[config.mk]
export PLATFORM = sky130hd
export DESIGN_NAME = frame_capture_ctrl
export DESIGN_NICKNAME = d
export VERILOG_FILES = /design/src/rtl/frame_capture_ctrl.sv
export SDC_FILE = /design/constraint.sdc
export NUM_CORES = 1
export LEC_CHECK = 0
export BUFFER_PORTS_ARGS = -buffer_cell sky130_fd_sc_hd__buf_4
export CAP_MARGIN = 10
export CELL_PAD_IN_SITES_DETAIL_PLACEMENT = 1
export CELL_PAD_IN_SITES_GLOBAL_PLACEMENT = 1
export CORE_UTILIZATION = 45
export DETAILED_ROUTE_END_ITERATION = 6
export PLACE_DENSITY = 0.84
export SYNTH_ARGS = -nofsm -noshare
export SYNTH_HDL_FRONTEND = slang
export SYNTH_SLANG_ARGS = --single-unit
[constraint.sdc]
create_clock -name CLOCK -period 7.2 [get_ports CLOCK]
set_clock_uncertainty 0.2 [all_clocks]
set_input_delay 0.36 -clock CLOCK [delete_from_list [all_inputs] [get_ports CLOCK]]
set_output_delay 0.36 -clock CLOCK [all_outputs]
set_load 0.01 [all_outputs]
[src/rtl/frame_capture_ctrl.sv]
// OV7670 capture sequencer: synchronises the camera bus, packs RGB565 byte pairs into
// RGB332 and drives frame-buffer writes in single-shot or continuous mode.
module frame_capture_ctrl #(
  parameter int unsigned WIDTH  = 176,
  parameter int unsigned HEIGHT = 144,
  parameter int unsigned ADDR_W = 15,
  parameter int unsigned CNT_W  = 8
) (
  input  logic              CLOCK,
  input  logic              RESET,
  input  logic              CAM_PCLK,
  input  logic              CAM_HREF,
  input  logic              CAM_VSYNC,
  input  logic [7:0]        CAM_DATA,
  input  logic              ARM,
  input  logic              CONTINUOUS,
  output logic [ADDR_W-1:0] W_ADDR,
  output logic [7:0]        W_DATA,
  output logic              W_EN,
  output logic              BUSY,
  output logic              FRAME_DONE,
  output logic              FRAME_ERR,
  output logic [CNT_W-1:0]  FRAME_COUNT
);

  localparam int unsigned X_W = $clog2(WIDTH + 1);
  localparam int unsigned Y_W = $clog2(HEIGHT + 1);
  localparam int unsigned L_W = $clog2(HEIGHT + 2);

  typedef enum logic [1:0] {
    ST_IDLE,
    ST_WAIT_VSYNC,
    ST_CAPTURE,
    ST_DONE
  } state_t;

  // Camera-domain synchronisers and per-PCLK-edge samples
  logic       pclk_meta_q, pclk_sync_q, pclk_prev_q;
  logic       href_meta_q, href_sync_q, href_smp_q;
  logic       vs_meta_q, vs_sync_q, vs_smp_q;
  logic [7:0] data_meta_q, data_sync_q;

  logic pclk_edge;
  logic vs_rise;
  logic href_fall;
  logic href_byte;

  state_t              state_q, state_d;
  logic [X_W-1:0]      x_q, x_d;
  logic [Y_W-1:0]      y_q, y_d;
  logic [ADDR_W-1:0]   base_q, base_d;
  logic [L_W-1:0]      lines_q, lines_d;
  logic                phase_q, phase_d;
  logic [1:0]          blue_q, blue_d;
  logic [ADDR_W-1:0]   w_addr_q, w_addr_d;
  logic [7:0]          w_data_q, w_data_d;
  logic                w_en_q, w_en_d;
  logic                busy_q, busy_d;
  logic                done_q, done_d;
  logic                err_q, err_d;
  logic [CNT_W-1:0]    count_q, count_d;
  logic                clear_frame;

  always_ff @(posedge CLOCK) begin
    if (RESET) begin
      pclk_meta_q <= 1'b0;
      pclk_sync_q <= 1'b0;
      pclk_prev_q <= 1'b0;
      href_meta_q <= 1'b0;
      href_sync_q <= 1'b0;
      href_smp_q  <= 1'b0;
      vs_meta_q   <= 1'b0;
      vs_sync_q   <= 1'b0;
      vs_smp_q    <= 1'b0;
      data_meta_q <= 8'd0;
      data_sync_q <= 8'd0;
    end else begin
      pclk_meta_q <= CAM_PCLK;
      pclk_sync_q <= pclk_meta_q;
      pclk_prev_q <= pclk_sync_q;
      href_meta_q <= CAM_HREF;
      href_sync_q <= href_meta_q;
      vs_meta_q   <= CAM_VSYNC;
      vs_sync_q   <= vs_meta_q;
      data_meta_q <= CAM_DATA;
      data_sync_q <= data_meta_q;
      if (pclk_edge) begin
        href_smp_q <= href_sync_q;
        vs_smp_q   <= vs_sync_q;
      end
    end
  end

  assign pclk_edge = pclk_sync_q & ~pclk_prev_q;
  assign vs_rise   = pclk_edge & vs_sync_q & ~vs_smp_q;
  assign href_fall = pclk_edge & ~href_sync_q & href_smp_q;
  assign href_byte = pclk_edge & href_sync_q;

  always_ff @(posedge CLOCK) begin
    if (RESET) begin
      state_q  <= ST_IDLE;
      x_q      <= '0;
      y_q      <= '0;
      base_q   <= '0;
      lines_q  <= '0;
      phase_q  <= 1'b0;
      blue_q   <= 2'd0;
      w_addr_q <= '0;
      w_data_q <= 8'd0;
      w_en_q   <= 1'b0;
      busy_q   <= 1'b0;
      done_q   <= 1'b0;
      err_q    <= 1'b0;
      count_q  <= '0;
    end else begin
      state_q  <= state_d;
      x_q      <= x_d;
      y_q      <= y_d;
      base_q   <= base_d;
      lines_q  <= lines_d;
      phase_q  <= phase_d;
      blue_q   <= blue_d;
      w_addr_q <= w_addr_d;
      w_data_q <= w_data_d;
      w_en_q   <= w_en_d;
      busy_q   <= busy_d;
      done_q   <= done_d;
      err_q    <= err_d;
      count_q  <= count_d;
    end
  end

  always_comb begin
    state_d     = state_q;
    x_d         = x_q;
    y_d         = y_q;
    base_d      = base_q;
    lines_d     = lines_q;
    phase_d     = phase_q;
    blue_d      = blue_q;
    w_addr_d    = w_addr_q;
    w_data_d    = w_data_q;
    w_en_d      = 1'b0;
    done_d      = 1'b0;
    err_d       = err_q;
    count_d     = count_q;
    clear_frame = 1'b0;

    case (state_q)
      ST_IDLE: begin
        if (ARM || CONTINUOUS) state_d = ST_WAIT_VSYNC;
      end

      ST_WAIT_VSYNC: begin
        if (vs_rise) begin
          state_d     = ST_CAPTURE;
          clear_frame = 1'b1;
        end
      end

      ST_CAPTURE: begin
        // Frame end takes priority over any byte sampled on the same edge
        if (vs_rise) begin
          done_d      = 1'b1;
          count_d     = count_q + CNT_W'(1);
          err_d       = (lines_q != L_W'(HEIGHT));
          clear_frame = 1'b1;
          if (!CONTINUOUS) state_d = ST_DONE;
        end else if (href_fall) begin
          x_d     = '0;
          phase_d = 1'b0;
          if (lines_q != L_W'(HEIGHT + 1)) lines_d = lines_q + L_W'(1);
          if (y_q != Y_W'(HEIGHT)) begin
            y_d    = y_q + Y_W'(1);
            base_d = base_q + ADDR_W'(WIDTH);
          end
        end else if (href_byte) begin
          if (!phase_q) begin
            blue_d  = data_sync_q[4:3];
            phase_d = 1'b1;
          end else begin
            phase_d  = 1'b0;
            w_data_d = {data_sync_q[7:5], data_sync_q[2:0], blue_q};
            if ((x_q < X_W'(WIDTH)) && (y_q < Y_W'(HEIGHT))) begin
              w_en_d   = 1'b1;
              w_addr_d = base_q + ADDR_W'(x_q);
            end
            if (x_q != X_W'(WIDTH)) x_d = x_q + X_W'(1);
          end
        end
      end

      ST_DONE: begin
        if (ARM || CONTINUOUS) state_d = ST_WAIT_VSYNC;
      end

      default: state_d = ST_IDLE;
    endcase

    if (clear_frame) begin
      x_d     = '0;
      y_d     = '0;
      base_d  = '0;
      lines_d = '0;
      phase_d = 1'b0;
    end

    busy_d = (state_d == ST_WAIT_VSYNC) || (state_d == ST_CAPTURE);
  end

  assign W_ADDR      = w_addr_q;
  assign W_DATA      = w_data_q;
  assign W_EN        = w_en_q;
  assign BUSY        = busy_q;
  assign FRAME_DONE  = done_q;
  assign FRAME_ERR   = err_q;
  assign FRAME_COUNT = count_q;

endmodule
==> flow_summary.ini <==
[die]
start_util = 0.467
dieArea_mm2 = 0.0100
die_w_um = 100
num_io_pins = 50
die_y_um = 100
core_mm2 = 0.00928
rows = 35

[yosys]
synth-async-reset-ratio = 0
synthFlopType = dfxtp_1
syn_nets = 491
synth_cells = 459
synth_cell_type_count = 48
ys.warnings.count = 0
syn_area_mm2 = 0.00434
synth.avg_cell_area_um2 = 9.45
ys_ff_latch = 100
synth_seq_area_share = 0.461
synth_edf_count = 0

[clocking]
clk-insertion-delay-late_ns = 0.37
clockBufferDepth = 2
cts_buffers = 9
htree_levels = 3
cts_tree = yes
cts.sinks = 100
clockRootBuffer = clkbuf_8
path_clk_slew_ns = 0.10

[min_path]
hp-class = input pin to flip-flop

[place]
io_buffers = 49
dpl.hpwl_um = 6800
place_congestion = 0.802
dp.cells = 620
postPlaceCellArea_mm2 = 0.00478

[setup_path]
required_ns = 7.23
cp-end-kind = flip-flop
crit_start = state_q[0]
critPathKind = flip-flop to flip-flop
rrSetupSlack_ns = 4.46
timing.rr.end = W_ADDR[7]
cp-endpoint = W_ADDR[7]
startpoint_type = flip-flop
reg2reg_depth = 7
r2r_start = state_q[0]
cp_max_fo = 23
arrival_ns = 2.78

[final_layout]
drive_above_1_share = 0.165
final_nets = 537
fin_area_mm2 = 0.00500
layout_common_cells = dfxtp_1 (100), nor2_1 (79), buf_4 (50)
fillers = 1104
multiInputGateArea_mm2 = 0.00218
syn_to_final_growth_pct = 15.3
final_common_cell = dfxtp_1
finalNonFillerCells = 639
layout.area.seq_mm2 = 0.00200
num_antenna_cells = 0

[power_and_ir_drop]
power.total_mw = 1.01
p_per_area_mw_per_mm2 = 202
p_leak_nw = 1.90
ir_drop_uv = 105

[timing]
fin_crit_ns = 2.74
fin_crit_sh = 0.381
maxSlewHeadroom = 0.262
tns_ns = 0
timing.hold.ws_ns = 0.00942
final-hold-violation-count = 0
tightestPinTransition_ns = 1.10
fmax_ghz = 0.365
grt_setup_unrepaired = false
setup_violations = 0
drv_slew = 0

[global_routing]
grt_pass1_wl_um = 16200
grt_max_degree = 67
antenna_found_initial = 0
grt-ovfl-total = 0
grt_util_all_layers = 0.202
grt_pass1_vias = 3549

[routing]
drt_iter0_drc = 69
antenna_left = 0
drt_wl_total_um = 9510
drt_first_pass_iters = 4
viasPerCell = 5.17
wl_per_cell_um = 14.9
vias = 3304
drcViolationCount = 0

[outcome]
status = finished clean

[flow_run]
drv_cap = 0
[how the worst min path moves through the flow]
stage | from | to | slack, ns | cells after the start
after floorplan | data_meta_q[0] | data_sync_q[0] | 0.21 | 1
after global placement | data_meta_q[6] | data_sync_q[6] | 0.22 | 1
after detailed placement | data_meta_q[2] | data_sync_q[2] | 0.22 | 1
after CTS | CAM_DATA[6] | data_meta_q[6] | 0.002 | 2
after global routing | CAM_PCLK | pclk_meta_q | 0.001 | 2
final | CAM_DATA[6] | data_meta_q[6] | 0.009 | 2
[sequential cells by signal (all words and copies together) (netlist names), 2 cells and up]
name and cells:
W_ADDR 15, base_q 11, FRAME_COUNT 8, W_DATA 8
data_meta_q 8, data_sync_q 8, lines_q 8, x_q 8
y_q 8, blue_q 2, state_q 2
[layout make-up]
type                            instances  area share
Timing Repair Buffer                   53      0.0810
Multi-Input combinational cell        325       0.437
Clock inverter                          6      0.0105
Tap cell                              129      0.0323
Sequential cell                       100       0.400
Clock buffer                           10      0.0275
Inverter                               16      0.0120
[stage by stage]
stage | utilization | worst slack [ns]
2_1_floorplan | - | 4.91
3_3_place_gp | 0.515 | 4.62
3_5_place_dp | 0.515 | 4.44
4_1_cts | 0.539 | 4.43
5_1_grt | 0.539 | 4.25
6_report | 0.539 | 4.46
[cell usage after synthesis, types with 2 or more instances]
| library cell | count | share of area |
|---|---|---|
| dfxtp_1 | 100 | 0.46 |
| nor2_1 | 79 | 0.068 |
| xor2_1 | 28 | 0.057 |
| nor2b_1 | 27 | 0.039 |
| mux2i_1 | 20 | 0.046 |
| nand2_1 | 19 | 0.016 |
| ha_1 | 16 | 0.046 |
| inv_1 | 16 | 0.014 |
| a21oi_1 | 15 | 0.017 |
| xnor2_1 | 15 | 0.030 |
| nand3_1 | 14 | 0.016 |
| nand4_1 | 14 | 0.020 |
| clkbuf_1 | 12 | 0.010 |
| o21ai_0 | 9 | 0.010 |
| a211oi_2 | 7 | 0.020 |
| nand2b_1 | 6 | 0.0087 |
| a21o_1 | 5 | 0.0087 |
| nor3_1 | 5 | 0.0058 |
| a211oi_1 | 4 | 0.0069 |
| and2_1 | 4 | 0.0058 |
| and3_1 | 4 | 0.0058 |
| nor4_1 | 3 | 0.0043 |
| or3_1 | 3 | 0.0043 |
| a311oi_1 | 2 | 0.0040 |
| and4_1 | 2 | 0.0040 |
| and4bb_2 | 2 | 0.0058 |
| buf_4 | 2 | 0.0035 |
| buf_6 | 2 | 0.0052 |
| nand4bb_1 | 2 | 0.0052 |
| nor3_2 | 2 | 0.0046 |
| nor3b_1 | 2 | 0.0035 |
| o31ai_1 | 2 | 0.0035 |
[cells by family after synthesis]
| family | synth area share |
|---|---|
| buf+inv | 0.0349 |
| fa+ha+maj | 0.0508 |
| mux | 0.0487 |
| xor+xnor | 0.0868 |
| simple gates | 0.237 |
| compound gates | 0.0808 |
| flops | 0.461 |
[power breakdown]
part | internal [mW] | switching [mW]
sequential | 0.567 | 0.00841
clock | 0.141 | 0.209
combinational | 0.0362 | 0.0515
[what timing repair did]
item                       in CTS  in global routing
setup buffers                   0                  0
gates resized for setup         0                  0
setup endpoints to repair       0                  0
hold endpoints to repair        3                  0
hold buffers                    3                  0
[metal layers]
layer	routed length [um]	GRT usage	part of all wire	vias up
met3	298	0.0369	0.031	14
met5	0	0	0	-
met2	4820	0.363	0.51	55
met1	4270	0.236	0.45	1600
li1	-	-	-	1635
met4	121	0.0836	0.013	0
[critical path: stages (launching register included)]
cell      delay (ns)
dfxtp_1         0.35
inv_1           0.11
ha_1            0.23
and3b_2         0.27
o211ai_4        0.16
nor3_4          0.94
mux2i_1         0.29
nor2_1          0.06
(Power assumes the default switching activity.)
